--- config.mk ---
export PLATFORM = sky130hd
export DESIGN_NAME = param_readback_tx
export DESIGN_NICKNAME = d
export VERILOG_FILES = /design/src/rtl/pulse_pkg.sv /design/src/rtl/uart_tx_byte.sv /design/src/rtl/param_readback_tx.sv
export SDC_FILE = /design/constraint.sdc
export NUM_CORES = 1
export LEC_CHECK = 0
export CORE_ASPECT_RATIO = 0.75
export CORE_MARGIN = 1.5
export CORE_UTILIZATION = 45
export DETAILED_ROUTE_END_ITERATION = 10
export GPL_ROUTABILITY_DRIVEN = 0
export HOLD_SLACK_MARGIN = 0.03
export PLACE_DENSITY = 0.84
export RECOVER_POWER = 25
export SETUP_SLACK_MARGIN = 0.1
export SLEW_MARGIN = 20
export SYNTH_ARGS = -nofsm -noshare
export SYNTH_HDL_FRONTEND = slang
export SYNTH_SLANG_ARGS = --single-unit
--- constraint.sdc ---
create_clock -name clk -period 4.5 [get_ports clk]
set_clock_uncertainty 0.2 [all_clocks]
set_input_delay 0.9 -clock clk [delete_from_list [all_inputs] [get_ports clk]]
set_output_delay 0.9 -clock clk [all_outputs]
set_load 0.05 [all_outputs]
--- src/rtl/pulse_pkg.sv ---
// Shared definitions for the pulse-parameter readback frame: header, length,
// per-field byte positions (reused by the host-side decoder) and FSM state types.
package pulse_pkg;

   localparam logic [7:0] FRAME_HDR = 8'hA5;
   localparam int         FRAME_LEN = 25;

   localparam logic [4:0] IDX_HDR    = 5'd0;
   localparam logic [4:0] IDX_PER    = 5'd1;
   localparam logic [4:0] IDX_P1WID  = 5'd5;
   localparam logic [4:0] IDX_DEL    = 5'd7;
   localparam logic [4:0] IDX_P2WID  = 5'd9;
   localparam logic [4:0] IDX_P1WID2 = 5'd11;
   localparam logic [4:0] IDX_DEL2   = 5'd13;
   localparam logic [4:0] IDX_P2WID2 = 5'd15;
   localparam logic [4:0] IDX_P1ST2  = 5'd17;
   localparam logic [4:0] IDX_NUT_D  = 5'd19;
   localparam logic [4:0] IDX_NUT_W  = 5'd21;
   localparam logic [4:0] IDX_PR_ATT = 5'd22;
   localparam logic [4:0] IDX_FLAGS  = 5'd23;
   localparam logic [4:0] IDX_CKSUM  = 5'd24;

   typedef enum logic {
      FR_IDLE,
      FR_SEND
   } frame_state_e;

   typedef enum logic [1:0] {
      TX_IDLE,
      TX_START,
      TX_DATA,
      TX_STOP
   } tx_state_e;

endpackage

--- src/rtl/uart_tx_byte.sv ---
// 8N1 byte serializer, LSB first. byte_done is high during the final cycle of
// the stop bit so the next byte can be started with no idle gap.
module uart_tx_byte
   import pulse_pkg::*;
#(
   parameter int CLKS_PER_BIT = 104
) (
   input  logic       clk,
   input  logic       rst_n,
   input  logic       start,
   input  logic [7:0] data,
   output logic       tx,
   output logic       byte_done
);

   localparam int BW = (CLKS_PER_BIT > 2) ? $clog2(CLKS_PER_BIT) : 1;
   localparam logic [BW-1:0] BAUD_LAST = BW'(CLKS_PER_BIT - 1);
   localparam logic [BW-1:0] BAUD_PRE  = BW'(CLKS_PER_BIT - 2);

   tx_state_e     state_q;
   logic [BW-1:0] baud_q;
   logic [2:0]    bit_q;
   logic [7:0]    shift_q;
   logic          tx_q;
   logic          done_q;

   always_ff @(posedge clk or negedge rst_n) begin
      if (!rst_n) begin
         state_q <= TX_IDLE;
         baud_q  <= '0;
         bit_q   <= '0;
         shift_q <= '0;
         tx_q    <= 1'b1;
         done_q  <= 1'b0;
      end else begin
         done_q <= 1'b0;
         unique case (state_q)
            TX_IDLE: begin
               if (start) begin
                  shift_q <= data;
                  tx_q    <= 1'b0;
                  baud_q  <= '0;
                  state_q <= TX_START;
               end
            end
            TX_START: begin
               if (baud_q == BAUD_LAST) begin
                  baud_q  <= '0;
                  bit_q   <= '0;
                  tx_q    <= shift_q[0];
                  state_q <= TX_DATA;
               end else begin
                  baud_q <= baud_q + 1'b1;
               end
            end
            TX_DATA: begin
               if (baud_q == BAUD_LAST) begin
                  baud_q <= '0;
                  if (bit_q == 3'd7) begin
                     tx_q    <= 1'b1;
                     state_q <= TX_STOP;
                  end else begin
                     bit_q   <= bit_q + 1'b1;
                     shift_q <= {1'b0, shift_q[7:1]};
                     tx_q    <= shift_q[1];
                  end
               end else begin
                  baud_q <= baud_q + 1'b1;
               end
            end
            TX_STOP: begin
               // Raise byte_done one cycle early so it lines up with the last stop cycle.
               if (baud_q == BAUD_PRE) done_q <= 1'b1;
               if (baud_q == BAUD_LAST) begin
                  baud_q <= '0;
                  if (start) begin
                     shift_q <= data;
                     tx_q    <= 1'b0;
                     state_q <= TX_START;
                  end else begin
                     state_q <= TX_IDLE;
                  end
               end else begin
                  baud_q <= baud_q + 1'b1;
               end
            end
            default: state_q <= TX_IDLE;
         endcase
      end
   end

   assign tx        = tx_q;
   assign byte_done = done_q;

endmodule

--- src/rtl/param_readback_tx.sv ---
// Snapshots the live pulse parameters on request and sends them to the host as
// one 25-byte checksummed frame through uart_tx_byte.
module param_readback_tx
   import pulse_pkg::*;
#(
   parameter int CLKS_PER_BIT = 104
) (
   input  logic        clk,
   input  logic        rst_n,
   input  logic        req,
   input  logic [31:0] per,
   input  logic [15:0] p1wid,
   input  logic [15:0] del,
   input  logic [15:0] p2wid,
   input  logic [15:0] p1wid2,
   input  logic [15:0] del2,
   input  logic [15:0] p2wid2,
   input  logic [15:0] p1st2,
   input  logic [15:0] nut_d,
   input  logic [7:0]  nut_w,
   input  logic [6:0]  pr_att,
   input  logic        cp,
   input  logic        bl,
   output logic        tx,
   output logic        busy,
   output logic        done
);

   frame_state_e state_q;
   logic [199:0] snap_q;
   logic [4:0]   idx_q;
   logic [7:0]   cksum_q;

   logic [4:0]   idx_d;
   logic [7:0]   cksum_d;
   logic [199:0] snap_shifted;
   logic [7:0]   nxt_byte;
   logic         accept;
   logic         last_byte;
   logic         advance;
   logic         ser_start;
   logic [7:0]   ser_data;
   logic         byte_done;

   // The snapshot is laid out as the frame image, byte 0 in the top bits;
   // the header and checksum slots are never read from it.
   always_comb begin
      accept       = req && (state_q == FR_IDLE);
      last_byte    = (idx_q == IDX_CKSUM);
      advance      = byte_done && (state_q == FR_SEND) && !last_byte;
      idx_d        = idx_q + 5'd1;
      snap_shifted = snap_q << {idx_d, 3'b000};
      nxt_byte     = (idx_d == IDX_CKSUM) ? cksum_q : snap_shifted[199:192];
      cksum_d      = (idx_d <= IDX_FLAGS) ? (cksum_q + nxt_byte) : cksum_q;
      ser_start    = accept || advance;
      ser_data     = accept ? FRAME_HDR : nxt_byte;
   end

   always_ff @(posedge clk or negedge rst_n) begin
      if (!rst_n) begin
         state_q <= FR_IDLE;
         snap_q  <= '0;
         idx_q   <= '0;
         cksum_q <= '0;
      end else begin
         unique case (state_q)
            FR_IDLE: begin
               if (req) begin
                  snap_q  <= {FRAME_HDR, per, p1wid, del, p2wid, p1wid2, del2,
                              p2wid2, p1st2, nut_d, nut_w, {1'b0, pr_att},
                              {6'b0, cp, bl}, 8'h00};
                  idx_q   <= '0;
                  cksum_q <= '0;
                  state_q <= FR_SEND;
               end
            end
            FR_SEND: begin
               if (byte_done) begin
                  if (last_byte) begin
                     state_q <= FR_IDLE;
                  end else begin
                     idx_q   <= idx_d;
                     cksum_q <= cksum_d;
                  end
               end
            end
            default: state_q <= FR_IDLE;
         endcase
      end
   end

   uart_tx_byte #(
      .CLKS_PER_BIT(CLKS_PER_BIT)
   ) u_ser (
      .clk       (clk),
      .rst_n     (rst_n),
      .start     (ser_start),
      .data      (ser_data),
      .tx        (tx),
      .byte_done (byte_done)
   );

   assign busy = (state_q == FR_SEND);
   assign done = byte_done && (state_q == FR_SEND) && last_byte;

endmodule

==> metrics.md <==
| Metric | Value |
|---|---|
| Post-CTS Resized | 0 |
| Fin crit share | 94.1% |
| Number of synthesized register bits | approximately 210 |
| Internal power | roughly 3.8 mW |
| Leakage | 6.45 nW |
| Synthesized area per cell | 9.20 um^2 |
| Crit path DAT | 4.45 ns |
| Global-route wire length before repair | 44.4 mm |
| Most numerous cell in the Yosys netlist | nand2_1 |
| Fin. max-slew vios | 94 |
| Synth warn | 0 |
| Clock Tree Buf Depth | 3 |
| Die Ht | about 130 um |
| # hold bufs at CTS | 0 |
| Ranking of synthesized cells by instance count | nand2_1 (558), dfrtp_1 (213), clkbuf_1 (51) |
| Status | complete, but fails checks |
| Final Hold Vio Count | 0 |
| Post-Syn Area | 10400 um^2 |
| Synth top area cells | dfrtp_1 (51%), nand2_1 (20%), mux4_2 (7.8%), ha_1 (2.4%), o21ai_0 (2.0%) |
| Post-route cell area | ~13000 um^2 |
| Clock sinks | approximately 210 |
| Failing checks | capacitance limit, slew limit |
| Drt first pass iters | 6 |
| Post-synth ARST share | between 90% and 100% |
| Placed Cells | 1557 |
| Port bufs | 182 |
| IO Pins | 183 |
| Register area share after synthesis | just over 50% |
| Worst hold path class | register to register |
| CTS Buf Count | 22 |
| Ys flop type | dfrtp_1 |
| Placement Cell Area | 12500 um^2 |
| R2r setup slk | roughly 0.27 ns |
| Final Net Count | roughly 1500 |
| Antenna cell count | 0 |
| Post-route ant nets | 0 |
| VDD IR max | 273 uV |
| Rel. slew slack | -55.0% |
| Final Setup Violations | 0 |
| Initial core utilization | between 40% and 50% |
| Startpoint Class | register |
| Residual DRC count | 0 |
| Clock Pin Slew Worst Setup and Hold Paths | 0.06 ns |
| Via density per instance | 5.43 |
| Clock share of power | 37.3% |
| Via count of the routed design | 8661 |
| Initial antenna violation count | 0 |
| Net Sw Frac | 26.5% |
| Number of max-cap violations | 1 |
| PD cells | between 300 and 400 nW/um^2 |
| Synth Instances | 1129 |
| Number of global-route vias before repair | 8595 |
| Largest net degree at the start of global routing | 183 |
| Net switching power | 1.38 mW |
| DIE WIDTH | 178 um |
| Later-pin clock latency in the skew report | between 0.5 and 0.6 ns |
| Area delta synth->final | 27.9% |
| Post-CTS setup buffers | 0 |
| Critical path fanouts, max | 18 |
| Final Non-Filler Cells | 1595 |
| Sequential power share | a little over two fifths |
| Post-synth EDFFs | 0 |
| Setup_tns | 0 ns |
| Die Footprint | 24000 um^2 |
| GRT Util Overall | roughly a quarter |
| First-iteration detailed-routing DRC count | between 700 and 800 |
| Fmax | 236 MHz |
| Total congestion overflow | 0 |
| Detail Placement HPWL | 19.5 mm |
| Fraction of layout cells with a size suffix above 1 | between 8 and 9% |
| Worst Setup End Kind | register |
| Drt wl/cell | 17.1 um |
| CTS tree | done |
| Logic pwr share | 19.2% |
| Worst Setup Path Type | register to register |
| CTS H-tree lvls | 1 |
| Worst path required time | 4.72 ns |
| CORE AREA | approximately 22000 um^2 |
| Root buffer cell | clkbuf_16 |
| Post-Route WL | 27.3 mm |
| Slew @ Worst Pin | 2.32 ns |
| RSZ-0062 raised after global routing | no |
| Largest area contributor in the netlist | dfrtp_1 |
| WHS | 0.272 ns |
| Library cells used by synthesis | between 40 and 50 |
| Synth top area share | between 50% and 60% |
| Final min period | around 4.2 ns |
| Mapped Nets | 1330 |
| Row count | 47 |
-- layer usage --
metal / vias up / GRT usage, % / share of wire, %
met5: - / 0 / 0
met4: 0 / 5.42 / 2.1
met3: 51 / 4.11 / 8.1
met2: 362 / 36.7 / 46
met1: 4228 / 34.8 / 44
li1: 4020 / - / -
-- critical path, stage by stage, from the launching register on --
cell and delay (ns):
dfrtp_4 0.48, buf_4 0.23, ha_1 0.34, xnor2_4 0.43, buf_4 0.25, mux2_2 0.36
a21oi_1 0.24, o21ai_0 0.15, ha_1 0.36, a21oi_1 0.27, o21ai_0 0.19, a21o_1 0.21
a21oi_1 0.16, xor2_1 0.16, o21ai_1 0.08
-- power by group through the flow --
stage,clock network (mW),registers (mW),logic [mW]
2_1_floorplan,0,2.23,0.625
3_3_place_gp,0,2.29,0.948
3_5_place_dp,0,2.29,0.984
4_1_cts,1.97,2.26,0.996
5_1_grt,2.04,2.28,1.10
6_report,1.95,2.27,1.00
-- cell type report --
cell class                 instances  area, um^2
inverter                           9        33.8
clock inverter                     7         138
multi-input combinational        839        4770
timing repair buffer             201        1980
tap                              294         368
clock buffer                      31         644
fill                            1796        9060
sequential                       214        5360
-- final timing paths --
| kind | start | end | cells past startpoint |
|---|---|---|---|
| setup / recovery | idx_q[0] | cksum_q[7] | 14 |
| hold reg to reg | u_ser.tx | u_ser.tx | 2 |
| setup reg to reg | idx_q[0] | cksum_q[7] | 14 |
| hold / removal | u_ser.tx | u_ser.tx | 2 |
| max in group asynchronous | rst_n | snap_q[154] | 2 |
| min in group asynchronous | rst_n | snap_q[16] | 1 |
-- cell usage in the layout, fill, tap and decap left out, types with 3 or more instances in the layout --
cell / n
nand2_1: 558
dfrtp_1: 212
clkdlybuf4s50_1: 181
o21ai_0: 41
mux4_2: 36
nor2_1: 25
nand3_1: 24
clkbuf_16: 22
a21oi_1: 21
ha_1: 19
mux2i_1: 16
buf_4: 16
inv_1: 9
mux2_2: 9
xor2_1: 8
a211oi_1: 8
a22oi_1: 8
a22o_1: 8
nand2b_1: 7
clkbuf_8: 6
xnor2_1: 5
nor2b_1: 4
a21o_1: 4
mux4_1: 4
clkbuf_1: 4
a221o_1: 3
bufinv_16: 3
-- through the flow --
| stage | total power, mW | util [%] | worst slack (ns) |
|---|---|---|---|
| floorplan | 2.86 | - | 0.153 |
| detailed placement | 3.27 | 56.0 | 0.249 |
| global placement | 3.24 | 56.0 | 0.375 |
| finish | 5.21 | 59.5 | 0.267 |
| CTS | 5.22 | 59.5 | 0.195 |
| global route | 5.43 | 59.5 | 0.134 |
-- registers in the layout (all words and copies together) (netlist names) --
signal / count
u_ser.baud_q: 7
u_ser.tx: 1
cksum_q: 8
u_ser.bit_q: 3
u_ser.state_q: 2
snap_q: 178
busy: 1
idx_q: 5
u_ser.shift_q: 8
u_ser.byte_done: 1
-- cell families (layout without fill, tap and decap cells) --
group / after synthesis / in the layout / synth area share (%)
simple gates: 631 / 631 / 23.8
mux: 65 / 65 / 11.3
flops: 214 / 214 / 51.6
buf+inv: 76 / 248 / 2.99
fa+ha+maj: 21 / 21 / 2.60
xor+xnor: 14 / 14 / 1.25
compound gates: 108 / 108 / 6.50
Power figures use the tool's default switching activity.
